File: config.mk
export PLATFORM = sky130hd
export DESIGN_NAME = mem_arbiter
export DESIGN_NICKNAME = d
export VERILOG_FILES = /design/src/rtl/mem_arb_pkg.sv /design/src/rtl/mem_arb_select.sv /design/src/rtl/mem_arbiter.sv
export SDC_FILE = /design/constraint.sdc
export NUM_CORES = 1
export LEC_CHECK = 0
export CELL_PAD_IN_SITES_DETAIL_PLACEMENT = 1
export CELL_PAD_IN_SITES_GLOBAL_PLACEMENT = 1
export CORE_MARGIN = 1.5
export CORE_UTILIZATION = 10
export CTS_CLUSTER_SIZE = 40
export DETAILED_ROUTE_END_ITERATION = 16
export GPL_ROUTABILITY_DRIVEN = 0
export PLACE_DENSITY_LB_ADDON = 0.1
export RECOVER_POWER = 50
export SYNTH_ARGS = -nofsm -noshare
export SYNTH_HDL_FRONTEND = slang
export SYNTH_SLANG_ARGS = --single-unit
File: constraint.sdc
create_clock -name clk -period 2.7 [get_ports clk]
set_input_delay 0.81 -clock clk [delete_from_list [all_inputs] [get_ports clk]]
set_output_delay 0.81 -clock clk [all_outputs]
set_load 0.05 [all_outputs]
File: src/rtl/mem_arb_pkg.sv
// Shared types for the unified-memory arbiter: FSM states, response owner and
// the request bundle handed from the winner select to the memory port.
package mem_arb_pkg;

   localparam int MEM_ADDR_W = 32;
   localparam int MEM_DATA_W = 32;
   localparam int MEM_BE_W   = MEM_DATA_W / 8;

   typedef enum logic {ARB_IDLE, ARB_WAIT} arb_state_t;
   typedef enum logic {OWN_IF, OWN_DM} arb_owner_t;

   typedef struct packed {
      logic [MEM_ADDR_W-1:0] addr;
      logic [MEM_DATA_W-1:0] wdata;
      logic [MEM_BE_W-1:0]   be;
      logic                  we;
   } mem_req_t;

endpackage

File: src/rtl/mem_arb_select.sv
// Combinational winner select: DM first (older instruction) unless IF has been
// passed over STARVE_LIM times in a row, in which case a waiting IF wins.
module mem_arb_select
   import mem_arb_pkg::*;
#(
   parameter int STARVE_LIM = 4,
   parameter int CNT_W      = $clog2(STARVE_LIM + 1)
) (
   input  logic                  if_req,
   input  logic [MEM_ADDR_W-1:0] if_addr,
   input  logic                  dm_req,
   input  logic                  dm_we,
   input  logic [MEM_ADDR_W-1:0] dm_addr,
   input  logic [MEM_DATA_W-1:0] dm_wdata,
   input  logic [MEM_BE_W-1:0]   dm_be,
   input  logic [CNT_W-1:0]      starve_cnt,
   output logic                  win_valid,
   output arb_owner_t            win_owner,
   output mem_req_t              win_req
);

   logic dm_pick;

   assign dm_pick = dm_req && ((starve_cnt < CNT_W'(STARVE_LIM)) || !if_req);

   // NOTE: every output gets a default before the branches, so no path leaves
   // a value unassigned and no latch is inferred.
   always_comb begin
      win_valid = 1'b0;
      win_owner = OWN_IF;
      win_req   = '0;
      if (dm_pick) begin
         win_valid     = 1'b1;
         win_owner     = OWN_DM;
         win_req.addr  = dm_addr;
         win_req.wdata = dm_wdata;
         win_req.be    = dm_be;
         win_req.we    = dm_we;
      end else if (if_req) begin
         win_valid    = 1'b1;
         win_owner    = OWN_IF;
         win_req.addr = if_addr;
         win_req.be   = '1;
      end
   end

endmodule

File: src/rtl/mem_arbiter.sv
// Shares one single-port memory between instruction fetch and the LSU, one
// transaction at a time, routing each response back to its owner.
module mem_arbiter
   import mem_arb_pkg::*;
#(
   parameter int ADDR_W     = MEM_ADDR_W,
   parameter int DATA_W     = MEM_DATA_W,
   parameter int STARVE_LIM = 4
) (
   input  logic                clk,
   input  logic                rst,
   input  logic                if_req,
   input  logic [ADDR_W-1:0]   if_addr,
   output logic                if_rvalid,
   output logic [DATA_W-1:0]   if_rdata,
   output logic                if_stall,
   input  logic                dm_req,
   input  logic                dm_we,
   input  logic [ADDR_W-1:0]   dm_addr,
   input  logic [DATA_W-1:0]   dm_wdata,
   input  logic [DATA_W/8-1:0] dm_be,
   output logic                dm_rvalid,
   output logic [DATA_W-1:0]   dm_rdata,
   output logic                dm_stall,
   output logic                mem_req,
   output logic                mem_we,
   output logic [ADDR_W-1:0]   mem_addr,
   output logic [DATA_W-1:0]   mem_wdata,
   output logic [DATA_W/8-1:0] mem_be,
   input  logic                mem_gnt,
   input  logic                mem_rvalid,
   input  logic [DATA_W-1:0]   mem_rdata
);

   localparam int CNT_W = $clog2(STARVE_LIM + 1);

   arb_state_t       state_q, state_d;
   arb_owner_t       owner_q, owner_d;
   logic             we_q, we_d;
   logic [CNT_W-1:0] cnt_q, cnt_d;

   logic             win_valid;
   arb_owner_t       win_owner;
   mem_req_t         win_req;

   mem_req_t         req_c;
   logic             req_v_c;
   logic             if_rv_c, dm_rv_c;
   logic [DATA_W-1:0] if_rd_c, dm_rd_c;

   mem_arb_select #(
      .STARVE_LIM (STARVE_LIM),
      .CNT_W      (CNT_W)
   ) u_select (
      .if_req     (if_req),
      .if_addr    (if_addr),
      .dm_req     (dm_req),
      .dm_we      (dm_we),
      .dm_addr    (dm_addr),
      .dm_wdata   (dm_wdata),
      .dm_be      (dm_be),
      .starve_cnt (cnt_q),
      .win_valid  (win_valid),
      .win_owner  (win_owner),
      .win_req    (win_req)
   );

   // NOTE: state registers use non-blocking assignments so every flop samples
   // the pre-edge values regardless of process ordering.
   always_ff @(posedge clk or posedge rst) begin
      if (rst) begin
         state_q <= ARB_IDLE;
         owner_q <= OWN_IF;
         we_q    <= 1'b0;
         cnt_q   <= '0;
      end else begin
         state_q <= state_d;
         owner_q <= owner_d;
         we_q    <= we_d;
         cnt_q   <= cnt_d;
      end
   end

   always_comb begin
      state_d = state_q;
      owner_d = owner_q;
      we_d    = we_q;
      cnt_d   = cnt_q;
      req_c   = '0;
      req_v_c = 1'b0;
      if_rv_c = 1'b0;
      dm_rv_c = 1'b0;
      if_rd_c = '0;
      dm_rd_c = '0;
      case (state_q)
         ARB_IDLE: begin
            req_v_c = win_valid;
            if (win_valid) req_c = win_req;
            if (win_valid && mem_gnt) begin
               state_d = ARB_WAIT;
               owner_d = win_owner;
               we_d    = win_req.we;
               // Count only DM grants that actually pass over a waiting IF.
               if (win_owner == OWN_DM && if_req)
                  cnt_d = (cnt_q == CNT_W'(STARVE_LIM)) ? cnt_q : cnt_q + 1'b1;
               else
                  cnt_d = '0;
            end
         end
         ARB_WAIT: begin
            if (mem_rvalid) begin
               state_d = ARB_IDLE;
               if (owner_q == OWN_IF) begin
                  if_rv_c = 1'b1;
                  if_rd_c = mem_rdata;
               end else begin
                  dm_rv_c = 1'b1;
                  dm_rd_c = we_q ? '0 : mem_rdata;
               end
            end
         end
         default: state_d = ARB_IDLE;
      endcase
   end

   // The winner path is combinational from the request inputs, so it must be
   // masked explicitly to keep every output quiet while rst is held.
   assign mem_req   = req_v_c & ~rst;
   assign mem_we    = req_c.we & ~rst;
   assign mem_addr  = rst ? '0 : req_c.addr;
   assign mem_wdata = rst ? '0 : req_c.wdata;
   assign mem_be    = rst ? '0 : req_c.be;

   assign if_rvalid = if_rv_c & ~rst;
   assign dm_rvalid = dm_rv_c & ~rst;
   assign if_rdata  = rst ? '0 : if_rd_c;
   assign dm_rdata  = rst ? '0 : dm_rd_c;

   assign if_stall  = ~rst & if_req & ~if_rv_c;
   assign dm_stall  = ~rst & dm_req & ~dm_rv_c;

endmodule
==> results of run 1 <==
## cells in the mapped netlist
cell	count	area, sq um
and2_1	97	607
a22o_1	34	298
clkbuf_1	8	30.0
inv_1	7	26.3
nand2_1	7	26.3
dfrtp_1	6	150
a21oi_1	5	25.0
buf_2	5	25.0
buf_6	3	33.8
ha_1	2	25.0
nor2_1	2	7.51
nor3b_1	2	15.0
o21ai_0	2	10.0
a311oi_1	1	8.76
a32o_1	1	10.0
and3_1	1	6.26
and3b_1	1	8.76
mux2_2	1	11.3
nor3_1	1	5.00
nor3_2	1	10.0
nor4b_4	1	23.8
o211a_1	1	10.0
o211ai_1	1	7.51
o32a_1	1	10.0
## logic make-up after synthesis
group | after synthesis
compound gates | 46
fa+ha+maj | 2
mux | 1
buf+inv | 23
flops | 6
simple gates | 113
## metal layers
| layer | GRT usage, % | routed length, microns | part of all wire (%) | vias up |
|---|---|---|---|---|
| met1 | 17.2 | 4390 | 33 | 1288 |
| met2 | 34.8 | 7630 | 57 | 160 |
| met4 | 3.09 | 117 | 0.88 | 0 |
| met3 | 4.32 | 1130 | 8.5 | 8 |
| li1 | - | - | - | 1265 |
| met5 | 0 | 0 | 0 | - |
## critical path: stages
cell and delay, ns:
buf_8 0.10, buf_6 0.12, nor4b_4 0.27, buf_4 0.18, buf_8 0.13, and2_4 0.16
buf_12 0.13
## state kept, by name, summed over array words and instances, names as in the netlist
signal   cells
cnt_q        3
owner_q      1
state_q      1
we_q         1
## area by class of cell
class,count,share of cell area (%)
Multi-Input combinational cell,162,23.3
Tap cell,176,3.26
Timing Repair Buffer,314,69.7
Inverter,7,0.388
Sequential cell,6,2.22
Clock buffer,3,1.11
## repair_timing
item | 4_1_cts | 5_1_grt
setup buffers | 13 | 1
gates resized for setup | 98 | 40
cloned | 10 | 2
setup endpoints to repair | 138 | 105
pin swaps | 55 | 9
## stage by stage
| step | cells | setup WS (ns) | hold slack [ns] | setup TNS, ns | util [%] |
|---|---|---|---|---|---|
| CTS | 669 | -0.0362 | 0.552 | -1.03 | 49.4 |
| detailed placement | 643 | -0.442 | 0.544 | -48.40 | 43.9 |
| floorplan | 191 | -0.00688 | 0.492 | -0.142 | - |
| global route | 668 | -0.0748 | 0.566 | -3.65 | 50.5 |
| finish | 668 | -0.0188 | 0.545 | -0.193 | 50.5 |
| global placement | 643 | -0.427 | 0.510 | -48.22 | 43.9 |
## power groups by stage
stage               Clock, mW  Combinational [mW]  Sequential, mW
floorplan                   0               0.462           0.120
global placement            0                1.12           0.125
detailed placement          0                1.14           0.126
CTS                     0.249                1.28           0.127
global route            0.250                1.36           0.130
finish                  0.242                1.31           0.127
## how the worst max path moves through the flow
| stage | from | end | slack [ns] |
|---|---|---|---|
| finish | rst | dm_rdata[22] | -0.02 |
| global route | rst | dm_rdata[0] | -0.07 |
| CTS | rst | dm_rdata[5] | -0.04 |
| detailed placement | mem_rvalid | dm_rdata[22] | -0.44 |
| global placement | rst | mem_addr[21] | -0.43 |
| floorplan | rst | mem_be[0] | -0.007 |
==> results.ini, run 1 <==
[drt]
drc=0
wl_per_cell_microns=19.9
via_per_inst=4.07
drtIter0Drc=65
drtAntennaViolNets=0
drt_wl_total_microns=13300
via_count=2721
drt_pass1_iterations=4

[power_and_ir_drop]
internal_power_mw=1.02
p_leak_nw=2.86
ir_worst_vdd_v=0.000171
power_mw=1.68
pwr-share-seq_pct=7.5
pwr-share-clk_pct=14.4
power.density_nw_per_um2=248
combinationalPowerShare_pct=78.0
swShare_pct=39.4
p_sw_uw=661

[die]
rows=42
io_pins=277
core_area_sq_um=13400
fp.dieH_microns=121
start_util_pct=10.4
dieWidth_microns=121
die-area_sq_um=14600

[critical_path]
r2r_setup_slack_ns=1.29
r2r_end=cnt_q[0]
end_kind=output pin
worst_setup_path_start_kind=primary input
worst-r2r-cell-count=3
r2r-start=state_q
crit_required_ns=1.89
crit_arrival_ns=1.91
crit_path_max_fanout=8
crit_type=primary input to output pin

[yosys]
netlist_instances=191
synth.area.mux_share_pct=0.810
syn_nets=332
synth.distinct_cells=24
ys_ff_latch=6
synth_top_family_by_area=simple AND/OR/NAND/NOR gates
synth-adder-area-share_pct=1.80
yosys.area_share.xor_xnor_pct=0
yosys.area_share.simple_pct=51.0
ys_seq_area_share_pct=10.8
synth_area_per_cell_sq_um=7.28
synth_compound_area_share_pct=27.3
yosysWarningCount=0
syn_area_sq_um=1390

[sta]
max-slew-margin-rel_pct=73.7
worstMarginPinSlew_ns=0.393
drv_slew=0
timing.final.ws_setup_ns=-0.0188
clock_skew_ns=0.00242
setup_viol=23
grt_setup_unrepaired=true
hold_viol_final=0
fin_crit_ns=2.72
min_period_over_period_pct=101
fmax_mhz=368

[finish]
syn_to_final_growth_pct=387
regArea_sq_um=150
final_cell_area_sq_um=6770
final_nets=635
final_common_cell=buf_12
multi_input_area_sq_um=1580
n_antenna_cell=0
fillers=1390
layout_common_cells=buf_12, clkdlybuf4s50_1, and2_4
drive_above_1_share_pct=59.8

[grt]
grt_pass1_vias=2994
grt_pass1_wl_microns=18800
grt.total_usage_pct=17.0
grt_max_degree=34
antenna_found_initial=0
grt.overflow.total=0

[clock_tree]
cts_buffers=3
clk_path_buf_depth=2
cts.clk_slew.worst_paths_ns=0.03
worstSkewPairLatency_ns=0.23
cts_sinks=6
h-tree-depth=1
cts_tree=done
cts_root_buf=clkbuf_16
postCtsHoldBufs=0

[job]
drv_cap=0

[min_path]
hold_path_class=flip-flop to flip-flop
hold_start=we_q
worst_hold_path.endpoint=we_q
hold_depth=1

[status]
status=finished, violations left
violations=setup timing

[place]
place_hpwl_microns=10100
placed_area_sq_um=5880
portBuffers=276

Note: power is estimated with default switching activity, not from simulation.
==> run 2: changes to the inputs <==
- CORE_ASPECT_RATIO: unset -> 1.25
==> results.ini, run 2 (synthesized netlist as in run 1, its figures left out) <==
[grt]
grt.overflow.total=0  ; unchanged
antenna_found_initial=0  ; unchanged
grt_pass1_vias=3198  ; +6.8%
grt_max_degree=17  ; -50%
grt.total_usage_pct=16.8  ; -0.26 points
grt_pass1_wl_microns=18400  ; -2.3%

[critical_path]
r2r_setup_slack_ns=1.21  ; -0.08 ns
crit_arrival_ns=1.95  ; +0.04 ns
r2r_end=cnt_q[0]
r2r-start=state_q
worst-r2r-cell-count=3  ; unchanged
crit_type=primary input to output pin
end_kind=output pin
crit_required_ns=1.89  ; about the same
worst_setup_path_start_kind=primary input
crit_path_max_fanout=5  ; -3

[clock_tree]
cts_root_buf=clkbuf_16
worstSkewPairLatency_ns=0.23  ; about the same
h-tree-depth=1  ; unchanged
cts_tree=done
postCtsHoldBufs=0  ; unchanged
clk_path_buf_depth=2  ; unchanged
cts_sinks=6  ; unchanged
cts.clk_slew.worst_paths_ns=0.03  ; about the same
cts_buffers=3  ; unchanged

[sta]
timing.final.ws_setup_ns=-0.0575  ; -0.0387 ns
worstMarginPinSlew_ns=0.440  ; +0.0475 ns
drv_slew=0  ; unchanged
hold_viol_final=0  ; unchanged
clock_skew_ns=0.00150  ; -0.000924 ns
min_period_over_period_pct=102  ; +1.4 points
fmax_mhz=363  ; -1.4%
hold_ws_ns=0.543  ; -0.00156 ns
max-slew-margin-rel_pct=70.5  ; -3.2 points
grt_setup_unrepaired=true
setup_viol=65  ; +180%
fin_crit_ns=2.76  ; +0.0387 ns

[die]
fp.dieH_microns=135  ; +12%
rows=48  ; +14%
dieWidth_microns=108  ; -10%
start_util_pct=10.2  ; -0.22 points
core_area_sq_um=13700  ; +2.2%
die-area_sq_um=14600  ; about the same
io_pins=277  ; unchanged

[status]
violations=setup timing
status=finished, violations left

[drt]
highest_layer=met4
via_per_inst=4.06  ; -0.21%
wl_met2_microns=7220  ; -5.4%
drtAntennaViolNets=0  ; unchanged
wl_per_cell_microns=19.3  ; -2.7%
drtIter0Drc=28  ; -57%
drt_wl_total_microns=13100  ; -1.4%
drt_pass1_iterations=3  ; -1
via_count=2752  ; +1.1%
wl_met3_microns=1500  ; +32%
drt-met1-wl_microns=4260  ; -3.0%
drc=0  ; unchanged

[place]
placed_area_sq_um=5860  ; -0.23%
place_hpwl_microns=9800  ; -3.2%
portBuffers=276  ; unchanged

[finish]
final_common_cell=buf_12
drive_above_1_share_pct=65.3  ; +5.6 points
n_antenna_cell=0  ; unchanged
layout_common_cells=buf_12, clkdlybuf4s50_1, and2_4
largest_reg_flops=3  ; unchanged
syn_to_final_growth_pct=401
regMostFlops=cnt_q
fin_util_pct=50.9  ; +0.37 points
final_cell_area_sq_um=6960  ; +2.9%
final_nets=645  ; +1.6%

[job]
drv_cap=0  ; unchanged

[min_path]
hold_path_class=flip-flop to flip-flop
worst_hold_path.endpoint=cnt_q[1]
hold_start=cnt_q[1]
hold_depth=1  ; unchanged

[power_and_ir_drop]
p_leak_nw=2.98  ; +4.2%
ir_worst_vdd_v=0.000133  ; -22%
power.density_nw_per_um2=246  ; -0.78%

## run 2: critical path, cell delays in order
cell and delay [ns]:
buf_8 0.10, buf_6 0.11, buf_4 0.12, clkbuf_1 0.12, inv_1 0.09, nand2_1 0.13, a21oi_1 0.19, buf_4 0.15
buf_12 0.13
## run 2: what timing repair did
item / 4_1_cts / 5_1_grt
pin swaps: 60 / 23
setup buffers: 18 / 2
setup endpoints to repair: 138 / 113
resized for setup: 165 / 24
gates cloned: 13 / 2
## run 2: cell type report
class | instances | area [sq um]
tap | 175 | 219
clock buffer | 3 | 75.1
timing repair buffer | 324 | 4810
fill | 1363 | 6730
inverter | 7 | 26.3
sequential | 6 | 150
multi-input combinational | 162 | 1680
## run 2: where the power goes
group | internal [mW] | leakage [nW] | total (mW) | switching (mW)
Clock | 0.190 | 0.0370 | 0.243 | 0.0527
Sequential | 0.105 | 0.0765 | 0.129 | 0.0244
Combinational | 0.743 | 2.87 | 1.34 | 0.598
Total | 1.04 | 2.98 | 1.71 | 0.675
## run 2: layer usage
metal / up-vias / global-route usage [%]
met1: 1270 / 16.5
li1: 1283 / -
met5: - / 0
met2: 192 / 33.4
met3: 7 / 5.89
met4: 0 / 2.56
## run 2: worst max path at each step
stage                           from           end  slack [ns]  cells past startpoint
after global routing             rst   dm_rdata[7]       -0.11                      7
after floorplan                  rst     mem_be[0]      -0.007                      3
after CTS                 mem_rvalid  dm_rdata[11]       -0.14                      9
final                            rst       mem_req       -0.06                      9
after detailed placement  mem_rvalid  if_rdata[17]       -0.48                      7
after global placement           rst   mem_addr[3]       -0.43                      6
## run 2: through the flow
stage               cells  total power [mW]  TNS (ns)  setup slack [ns]
detailed placement    647              1.26    -55.96            -0.485
floorplan             191             0.582    -0.142          -0.00688
global placement      647              1.24    -53.70            -0.434
CTS                   681              1.72     -6.58            -0.135
finish                677              1.71     -1.87           -0.0575
global route          677              1.77     -5.09            -0.114
==> run 3: changes to the inputs <==
- GPL_TIMING_DRIVEN: unset -> 0
==> results.ini, run 3 (synthesized netlist as in run 1, its figures left out) <==
[place]
dp_cells=642  ; -0.77%
placed_area_sq_um=4400  ; -25%
place_hpwl_microns=8640  ; -12%
portBuffers=276  ; unchanged
dp_slack_ns=-1.53  ; -1.04 ns

[die]
die-area_sq_um=14600  ; unchanged
core_area_sq_um=13700  ; unchanged
fp.dieH_microns=135  ; unchanged
io_pins=277  ; unchanged
rows=48  ; unchanged
dieWidth_microns=108  ; unchanged
start_util_pct=10.2  ; unchanged

[clock_tree]
clk_path_buf_depth=2  ; unchanged
cts.clk_slew.worst_paths_ns=0.03  ; about the same
h-tree-depth=1  ; unchanged
worstSkewPairLatency_ns=0.23  ; about the same
cts_sinks=6  ; unchanged
cts_buffers=3  ; unchanged
cts_tree=done
cts_root_buf=clkbuf_16

[job]
drv_cap=0  ; unchanged

[grt]
grt_pass1_vias=2767  ; -13%
grt.overflow.total=0  ; unchanged
grt.total_usage_pct=12.6  ; -4.1 points
grt_max_degree=11  ; -6
antenna_found_initial=0  ; unchanged
grt_pass1_wl_microns=14500  ; -21%

[sta]
drv_slew=0  ; unchanged
setup_viol=25  ; -62%
clock_skew_ns=0.00247  ; +0.000974 ns
timing.final.ws_setup_ns=-0.0563  ; +0.00117 ns
fmax_mhz=363  ; about the same
min_period_over_period_pct=102  ; about the same
hold_viol_final=0  ; unchanged
fin_crit_ns=2.76  ; -0.00117 ns
hold_ws_ns=0.499  ; -0.0448 ns
worstMarginPinSlew_ns=0.496  ; +0.0556 ns
max-slew-margin-rel_pct=67.1  ; -3.4 points
grt_setup_unrepaired=true

[finish]
final_common_cell=clkdlybuf4s50_1
fillers=1600  ; +17%
final_nets=634  ; -1.7%
n_antenna_cell=0  ; unchanged
syn_to_final_growth_pct=268
layout_common_cells=clkdlybuf4s50_1, buf_6, and2_1
final_cell_area_sq_um=5120  ; -26%
largest_reg_flops=3  ; unchanged
fin_cells=666  ; -1.6%
regMostFlops=cnt_q
fin_util_pct=37.4  ; -13 points
drive_above_1_share_pct=49.7  ; -16 points

[min_path]
hold_path_class=primary input to asynchronous set/reset pin

[drt]
via_count=2655  ; -3.5%
via_per_inst=3.99  ; -1.9%
wl_per_cell_microns=15.5  ; -20%
drtIter0Drc=34  ; +21%
drt_pass1_iterations=4  ; +1
drtAntennaViolNets=0  ; unchanged
drt_wl_total_microns=10300  ; -21%
drc=0  ; unchanged

[power_and_ir_drop]
power.density_nw_per_um2=270  ; +9.6%
ir_worst_vdd_v=0.000107  ; -20%
p_leak_nw=2.36  ; -21%

[status]
violations=setup timing
status=finished, violations left

[critical_path]
crit_type=primary input to output pin
end_kind=output pin
crit_required_ns=1.89  ; about the same
worst_setup_path_start_kind=primary input
crit_arrival_ns=1.95  ; about the same
crit_path_max_fanout=5  ; unchanged

-- run 3: through the flow --
| step | power (mW) | TNS, ns |
|---|---|---|
| 6_report | 1.38 | -0.468 |
| 5_1_grt | 1.45 | -1.78 |
| 4_1_cts | 1.32 | -1.85 |
| 3_5_place_dp | 1.01 | -184.65 |
| 3_3_place_gp | 0.997 | -180.16 |
| 2_1_floorplan | 0.582 | -0.142 |
-- run 3: path summary, 6_finish.rpt --
path | cells after the start | slack [ns] | endpoint | from
setup / recovery | 8 | -0.06 | mem_addr[19] | rst
setup reg to reg | 3 | 1.21 | cnt_q[0] | state_q
min in group clk | 1 | 0.56 | cnt_q[1] | cnt_q[1]
max in group asynchronous | 2 | 2.06 | we_q | rst
hold / removal | 2 | 0.50 | cnt_q[1] | rst
hold reg to reg | 1 | 0.56 | cnt_q[1] | cnt_q[1]
-- run 3: routing by layer --
| metal | wire length (microns) | track usage [%] | part of all wire (%) |
|---|---|---|---|
| met1 | 3240 | 11.4 | 31 |
| met5 | 0 | 0 | 0 |
| met3 | 1560 | 6.32 | 15 |
| met4 | 79 | 2.56 | 0.77 |
| met2 | 5430 | 24.7 | 53 |
-- run 3: cell type report --
| type | count | area, sq um | share of cell area [%] |
|---|---|---|---|
| buffer | 15 | 203 | 3.96 |
| inverter | 7 | 30.0 | 0.586 |
| sequential | 6 | 150 | 2.93 |
| multi-input combinational | 162 | 1310 | 25.5 |
| clock buffer | 3 | 75.1 | 1.47 |
| tap | 175 | 219 | 4.27 |
| timing repair buffer | 298 | 3140 | 61.3 |
-- run 3: report_power, final --
| group | switching, mW | internal (mW) | total [mW] |
|---|---|---|---|
| sequential | 0.0250 | 0.105 | 0.130 |
| clock | 0.0475 | 0.190 | 0.237 |
| combinational | 0.514 | 0.499 | 1.01 |
-- run 3: what timing repair did --
| item | 4_1_cts | 5_1_grt |
|---|---|---|
| gates cloned | 2 | 3 |
| setup endpoints to repair | 138 | 101 |
| hold buffers | 0 | 0 |
| gates resized for setup | 966 | 104 |
| buffers inserted | 11 | 7 |
| pin swaps | 19 | 32 |
-- run 3: critical path, stage by stage --
cell	delay, ns
buf_12	0.10
nor2_4	0.04
and3_4	0.20
buf_8	0.13
buf_6	0.13
clkbuf_16	0.15
a22o_1	0.23
buf_6	0.16
